===== src/rtl/dip8_48_check.sv =====
// Receive-side DIP8 checker for 48-bit SL3 lane words: recomputes the diagonal
// interleaved parity, flags errored words, counts them and tracks link lock.
module dip8_48_check #(
   parameter int LOCK_GOOD  = 16,
   parameter int WINDOW     = 64,
   parameter int ERR_THRESH = 4,
   parameter int CNT_W      = 16
) (
   input  logic             clk,
   input  logic             arst,
   input  logic             din_valid,
   input  logic [47:0]      din,
   input  logic [7:0]       din_dip,
   input  logic             clr_cnt,
   output logic             dout_valid,
   output logic [47:0]      dout,
   output logic [7:0]       dout_syndrome,
   output logic             dout_err,
   output logic             err_sticky,
   output logic [CNT_W-1:0] err_cnt,
   output logic             locked
);

   localparam int GOOD_W = $clog2(LOCK_GOOD + 1);
   localparam int WIN_W  = $clog2(WINDOW + 1);
   localparam int ERR_W  = $clog2(ERR_THRESH + 1);

   typedef enum logic {
      HUNT   = 1'b0,
      LOCKED = 1'b1
   } state_t;

   state_t            state;
   logic [GOOD_W-1:0] good_run;
   logic [WIN_W-1:0]  win_cnt;
   logic [ERR_W-1:0]  win_err;

   logic [7:0]  par;
   logic        s1_valid;
   logic [47:0] s1_data;
   logic [7:0]  s1_dip;
   logic [7:0]  s1_par;
   logic [7:0]  syndrome;
   logic        word_err;

   // Each parity bit takes exactly one bit from each of the six byte rows, so
   // every bit is a single 6-input XOR.
   for (genvar k = 0; k < 8; k++) begin : g_par
      assign par[k] = din[ 0 + ((k + 1) % 8)] ^
                      din[ 8 + ((k + 2) % 8)] ^
                      din[16 + ((k + 3) % 8)] ^
                      din[24 + ((k + 4) % 8)] ^
                      din[32 + ((k + 5) % 8)] ^
                      din[40 + ((k + 6) % 8)];
   end

   assign syndrome = s1_par ^ s1_dip;
   assign word_err = dout_valid & dout_err;

   always_ff @(posedge clk or posedge arst) begin
      if (arst) begin
         s1_valid <= 1'b0;
         s1_data  <= '0;
         s1_dip   <= '0;
         s1_par   <= '0;
      end else begin
         s1_valid <= din_valid;
         s1_data  <= din;
         s1_dip   <= din_dip;
         s1_par   <= par;
      end
   end

   always_ff @(posedge clk or posedge arst) begin
      if (arst) begin
         dout_valid    <= 1'b0;
         dout          <= '0;
         dout_syndrome <= '0;
         dout_err      <= 1'b0;
      end else begin
         dout_valid    <= s1_valid;
         dout          <= s1_data;
         dout_syndrome <= syndrome;
         dout_err      <= s1_valid & (|syndrome);
      end
   end

   // A clear coinciding with an errored word still records that word.
   always_ff @(posedge clk or posedge arst) begin
      if (arst) begin
         err_cnt    <= '0;
         err_sticky <= 1'b0;
      end else if (clr_cnt) begin
         err_cnt    <= word_err ? CNT_W'(1) : '0;
         err_sticky <= word_err;
      end else if (word_err) begin
         err_sticky <= 1'b1;
         if (err_cnt != {CNT_W{1'b1}}) begin
            err_cnt <= err_cnt + 1'b1;
         end
      end
   end

   always_ff @(posedge clk or posedge arst) begin
      if (arst) begin
         state    <= HUNT;
         locked   <= 1'b0;
         good_run <= '0;
         win_cnt  <= '0;
         win_err  <= '0;
      end else if (dout_valid) begin
         case (state)
            HUNT: begin
               if (dout_err) begin
                  good_run <= '0;
               end else if (good_run == GOOD_W'(LOCK_GOOD - 1)) begin
                  state    <= LOCKED;
                  locked   <= 1'b1;
                  good_run <= '0;
                  win_cnt  <= '0;
                  win_err  <= '0;
               end else begin
                  good_run <= good_run + 1'b1;
               end
            end
            LOCKED: begin
               // The threshold check wins over the window wrap on the last word.
               if (dout_err && (win_err == ERR_W'(ERR_THRESH - 1))) begin
                  state    <= HUNT;
                  locked   <= 1'b0;
                  good_run <= '0;
                  win_cnt  <= '0;
                  win_err  <= '0;
               end else if (win_cnt == WIN_W'(WINDOW - 1)) begin
                  win_cnt <= '0;
                  win_err <= '0;
               end else begin
                  win_cnt <= win_cnt + 1'b1;
                  win_err <= win_err + ERR_W'(dout_err);
               end
            end
            default: begin
               state  <= HUNT;
               locked <= 1'b0;
            end
         endcase
      end
   end

endmodule


===== config.mk =====
export PLATFORM = sky130hd
export DESIGN_NAME = dip8_48_check
export DESIGN_NICKNAME = d
export VERILOG_FILES = /design/src/rtl/dip8_48_check.sv
export SDC_FILE = /design/constraint.sdc
export NUM_CORES = 1
export LEC_CHECK = 0
export ABC_AREA = 1
export BUFFER_PORTS_ARGS = -buffer_cell sky130_fd_sc_hd__buf_2
export CAP_MARGIN = 10
export CORE_AREA = 2 2 106 108
export DETAILED_ROUTE_END_ITERATION = 10
export DIE_AREA = 0 0 108 110
export GPL_ROUTABILITY_DRIVEN = 0
export PLACE_DENSITY = 0.78
export SLEW_MARGIN = 40
export SYNTH_ARGS = -nofsm -noshare
export SYNTH_HDL_FRONTEND = slang
export SYNTH_SLANG_ARGS = --single-unit

===== constraint.sdc =====
create_clock -name clk -period 5.6 [get_ports clk]
set_input_delay 0 -clock clk [delete_from_list [all_inputs] [get_ports clk]]
set_output_delay 0 -clock clk [all_outputs]
set_load 0.01 [all_outputs]

; Word level (Yosys, flattened, before mapping)
; Index checks and enable logic that the tools add are counted.
[classes]
n_bitwise = 44
add_sub_neg = 4
n_mux = 28
reduce_logical = 8
eq_ne = 7
[ops]
columns = operator, count
row1 = 16-bit 2-to-1 mux, 3
row2 = 1-bit bitwise XOR, 40
row3 = 7-bit 2-to-1 mux, 4
row4 = "16-bit by 1-bit adder with 16-bit output, second input constant", 1
row5 = "16-bit != test, second input constant", 1
row6 = 5-bit 2-to-1 mux, 3
row7 = 7-bit case mux with 2 select lines, 1
row8 = 3-bit 2-to-1 mux, 4
row9 = 5-bit case mux with 2 select lines, 1
row10 = 1-bit 2-to-1 mux, 9
row11 = 8-bit OR reduction, 1
row12 = 8-bit bitwise XOR, 1
row13 = "7-bit by 1-bit adder with 7-bit output, second input constant", 1
row14 = "7-bit by 6-bit == test with 1-bit output, second input constant", 1
row15 = 3-bit case mux with 2 select lines, 1
row16 = "5-bit by 1-bit adder with 5-bit output, second input constant", 1
row17 = "5-bit by 4-bit == test with 1-bit output, second input constant", 1
row18 = "2-bit != test, second input constant", 2
row19 = 1-bit case mux with 2 select lines, 2
row20 = 2-bit AND reduction, 2
row21 = 4-bit AND reduction, 1
row22 = 2-bit nonzero test, 2
row23 = 3-bit by 1-bit adder with 3-bit output, 1
row24 = "3-bit by 2-bit == test with 1-bit output, second input constant", 1
row25 = other kinds (5), 6
[word_totals]
input_bits = 60
output_inout_bits = 76
wordCells = 106
register_bits = 157

; Logic depth before layout (Yosys ltp)
[logic_depth]
word_depth = 5
depth_mapped = 9
mapped_depth_nobuf = 9

; Worst setup path before layout
; Ideal clock, no wire load.
[synth_path]
path_type = register to register
start = reg err_cnt[0]
end = reg err_cnt[5]
required_time_ns = 5.478
path_buffers = 1
period_less_slack_ns = 1.460
arrival_time_ns = 1.339
path_stages_with_launch = 8
setup_time_ns = 0.122
path_slack_ns = 4.140
path_cell_list = dfrtp_1 ha_1 nand3_1 nor2_4 nand4_4 nand3_2 buf_6 o21ai_2
[synth_via]
elab_chain_cells = 4
elab_cells_between_ends = 7
classes_between = 1 x add/sub / 1 x eq/ne / 3 x mux / 2 x reduce/logical
[synth_lines]
columns = element, line
row1 = from (decl), 20  ; output logic [CNT_W-1:0] err_cnt,
row2 = from (signal assigned), 94  ; err_cnt <= word_err ? CNT_W'(1) : '0;
row3 = from (signal assigned), 99  ; err_cnt <= err_cnt + 1'b1;
row4 = 16-bit by 1-bit adder with 16-bit output, 99
row5 = 16-bit 2-to-1 mux, 98  ; if (err_cnt != {CNT_W{1'b1}}) begin
row6 = 16-bit 2-to-1 mux, 96  ; end else if (word_err) begin
row7 = 16-bit 2-to-1 mux, 93  ; end else if (clr_cnt) begin
; Parallel ways exist; a longest one is shown, timed or not. The select of a mux whose other input is x is not followed.
; A chain may end at the register's enable or synchronous reset.

; Worst setup path in the final report
[layout_path]
start = reg good_run[0]
end = reg win_cnt[3]
[layout_via]
elab_chain_cells = 3
[layout_lines]
columns = element, line
row1 = from (decl), 34  ; logic [GOOD_W-1:0] good_run;
row2 = from (signal assigned), 123  ; good_run <= good_run + 1'b1;
row3 = 5-bit by 4-bit == test with 1-bit output, 116  ; end else if (good_run == GOOD_W'(LOCK_GOOD - 1)) begin
row4 = 2-bit != test (no source line), --
row5 = 3-bit AND reduction (no source line), --
row6 = to (signal assigned), 138  ; win_cnt <= win_cnt + 1'b1;
row7 = to (decl), 35  ; logic [WIN_W-1:0] win_cnt;
; Every way passes these cells.

==> impl_metrics.tcl <==
set metrics [dict create \
    status "complete, no violations" \
    grt_max_degree 85 \
    fmax_ghz 0.529 \
    ys.warnings.count 0 \
    crit_type "reg2reg" \
    drtIter0Drc 173 \
    synth_enable_flop_cells 0 \
    hold_viol_final 0 \
    slew_viol_final 0 \
    die_area_sq_mm 0.0119 \
    io_pins 136 \
    finish.utilization_pct 71.2 \
    n_fill_cell 708 \
    netlist_top_cells_count "157 x dfrtp_1, 77 x nand2_1, 36 x inv_1" \
    clockBufferDepth 2 \
    cp.required_ns 6.01 \
    grt_overflow 0 \
    worst-slew-pin-transition_ns 0.650 \
    cp_common_cell "nand2_1" \
    power_mw 2.81 \
    core_area_sq_mm 0.0107 \
    min_path_type "in2reg" \
    synth-seq-area-share_pct 70.4 \
    cpPeakStageDelay_ns 0.39 \
    ys_top_cells_by_area "dfrtp_1 70%, xor2_1 5.3%, nand2_1 5.2%" \
    ys_seq_elements 157 \
    clkLatencyLatePin_ns 0.52 \
    vias 3889 \
    firstDrtPassIters 7 \
    fp.dieH_um 110 \
    critical_path_arrival_ns 2.30 \
    grt_pass1_vias 4014 \
    min_path_cells 2 \
    cp_max_fo 12 \
    antenna_found_initial 0 \
    synth_area_sq_mm 0.00558 \
    initial_core_util_pct 52.2 \
    clock_sinks 157 \
    port_buffers 135 \
    dominantRegCellSynth "dfrtp_1" \
    p_per_area_mw_per_mm2 369 \
    setup_tns_ns 0 \
    nets 717 \
    max_slew_margin_pct 56.7 \
    area_growth_pct 36.4 \
    die_w_um 108 \
    async_flop_share_pct 100 \
    setup_viol 0 \
    synth_top_area_cell "dfrtp_1" \
    cts_tree "done" \
    period_share_pct 33.7 \
    antenna_cells 0 \
    viasPerCell 4.83 \
    drive_gt1_share_pct 30.1 \
    cts.htree.levels 4 \
    p_leak_nw 3.66 \
    avgSynthCellArea_sq_um 12.7 \
    synth_cell_type_count 31 \
    hold_slack_ns 0.120 \
    rsz0062_at_grt "false" \
    yosysMostFrequentCell "dfrtp_1" \
    ant_nets 0 \
    drt-total-wl_mm 12.7 \
    wire_per_inst_um 15.8 \
    ff2ff_path_depth 9 \
    worstSetupEndpointType "flip-flop" \
    finalNonFillerCells 805 \
    dp_cells 713 \
    critPathLaunchType "flip-flop" \
    crit_slowest_cell "dfrtp_1" \
    grt_use_total_pct 22.3 \
    route.detailed.drc 0 \
    syn_inst 441 \
    path_clk_slew_ns 0.07 \
    fp-row-count 38 \
    fin_worst_skew_ns 0.00993 \
    clock-root-buffer "clkbuf_8" \
    grt_pass1_wl_mm 19.7 \
    synth_top_area_share_pct 70.4 \
    hpwl_mm 7.35 \
    ir_worst_vdd_mv 0.232 \
    crit_chain "ha_1 > nand4_1 > nand2_1 > nand2_1 > clkinv_1 > nand2_1 > nand2_1 > nand2_1 > nor2_1" \
    syn_nets 506 \
    cap_violations 0 \
    fin_crit_ns 1.89 \
    numCtsBuffers 17 \
]
==> stage by stage <==
step	area [sq um]	setup slack, ns
CTS	7590	3.75
global route	7620	3.56
global placement	6410	3.89
finish	7620	3.71
detailed placement	6410	3.76
floorplan	5580	1.37
==> worst paths after layout <==
path,startpoint,to,slack (ns)
setup / recovery,good_run[0],win_cnt[3],3.71
hold / removal,din_dip[5],s1_dip[5],0.12
setup reg to reg,good_run[0],win_cnt[3],3.71
hold reg to reg,s1_data[46],dout[46],0.35
max in group asynchronous,arst,dout[30],4.43
min in group asynchronous,arst,dout[38],0.14
==> cell usage in the layout, fill, tap and decap left out, drive strengths merged, types with 5 or more instances in the layout <==
master       instances
dlygate4sd3         59
xnor2               22
o21ai               29
xor2                34
nand4                8
nand2               81
dfrtp              157
nor2                28
nand3               18
clkbuf              17
buf                137
ha                   5
clkinv               5
inv                 46
==> report_power, final <==
part           switching (mW)  internal [mW]
combinational           0.223          0.157
sequential             0.0645           1.25
clock                   0.508          0.616
==> kinds of logic (layout without fill, tap and decap cells) <==
logic type,Yosys count,in the layout,synth area share [%]
DFF,157,157,70.4
and+or+nand+nor,144,144,11.8
adders and majority gates,5,5,1.12
xor gates and xnor gates,56,56,8.78
AOI/OAI and AO/OA,37,37,4.73
buffers and inverters,42,266,3.23
==> critical path: cells and delay by family (launching register included) <==
kind / cells / cell delay (ns)
AND/OR/NAND/NOR: 7 / 0.83
flip-flops: 1 / 0.39
buffers and inverters: 1 / 0.33
adder cells (fa/ha/maj): 1 / 0.24
==> layout make-up <==
class	instances	area, sq um	area share (%)
clock buffers	17	414	5.44
repair buffers	196	1310	17.1
multi-input cells	242	1480	19.4
clock inverters	15	173	2.27
flip-flops and latches	157	3930	51.6
inverters	38	148	1.94
well taps	140	175	2.30
==> repair_timing <==
item,4_1_cts,5_1_grt
hold buffers,59,0
resized for setup,0,0
hold endpoints to repair,144,0
setup buffers,0,0
==> flip-flops by register name, summed over array words and instances (netlist names), 3 cells and up <==
signal	flops
dout_syndrome	8
win_err	3
s1_data	48
s1_dip	8
s1_par	8
good_run	5
err_cnt	16
win_cnt	7
dout	48
==> layer usage <==
metal  track usage, %  share of wire [%]  vias up
met5                0                  0        -
met4             8.70                1.8        0
met3             6.88                6.1       24
met2             39.1                 53      142
met1             25.8                 39     1902
li1                 -                  -     1821
No activity file was read; power rests on OpenSTA's default activity.
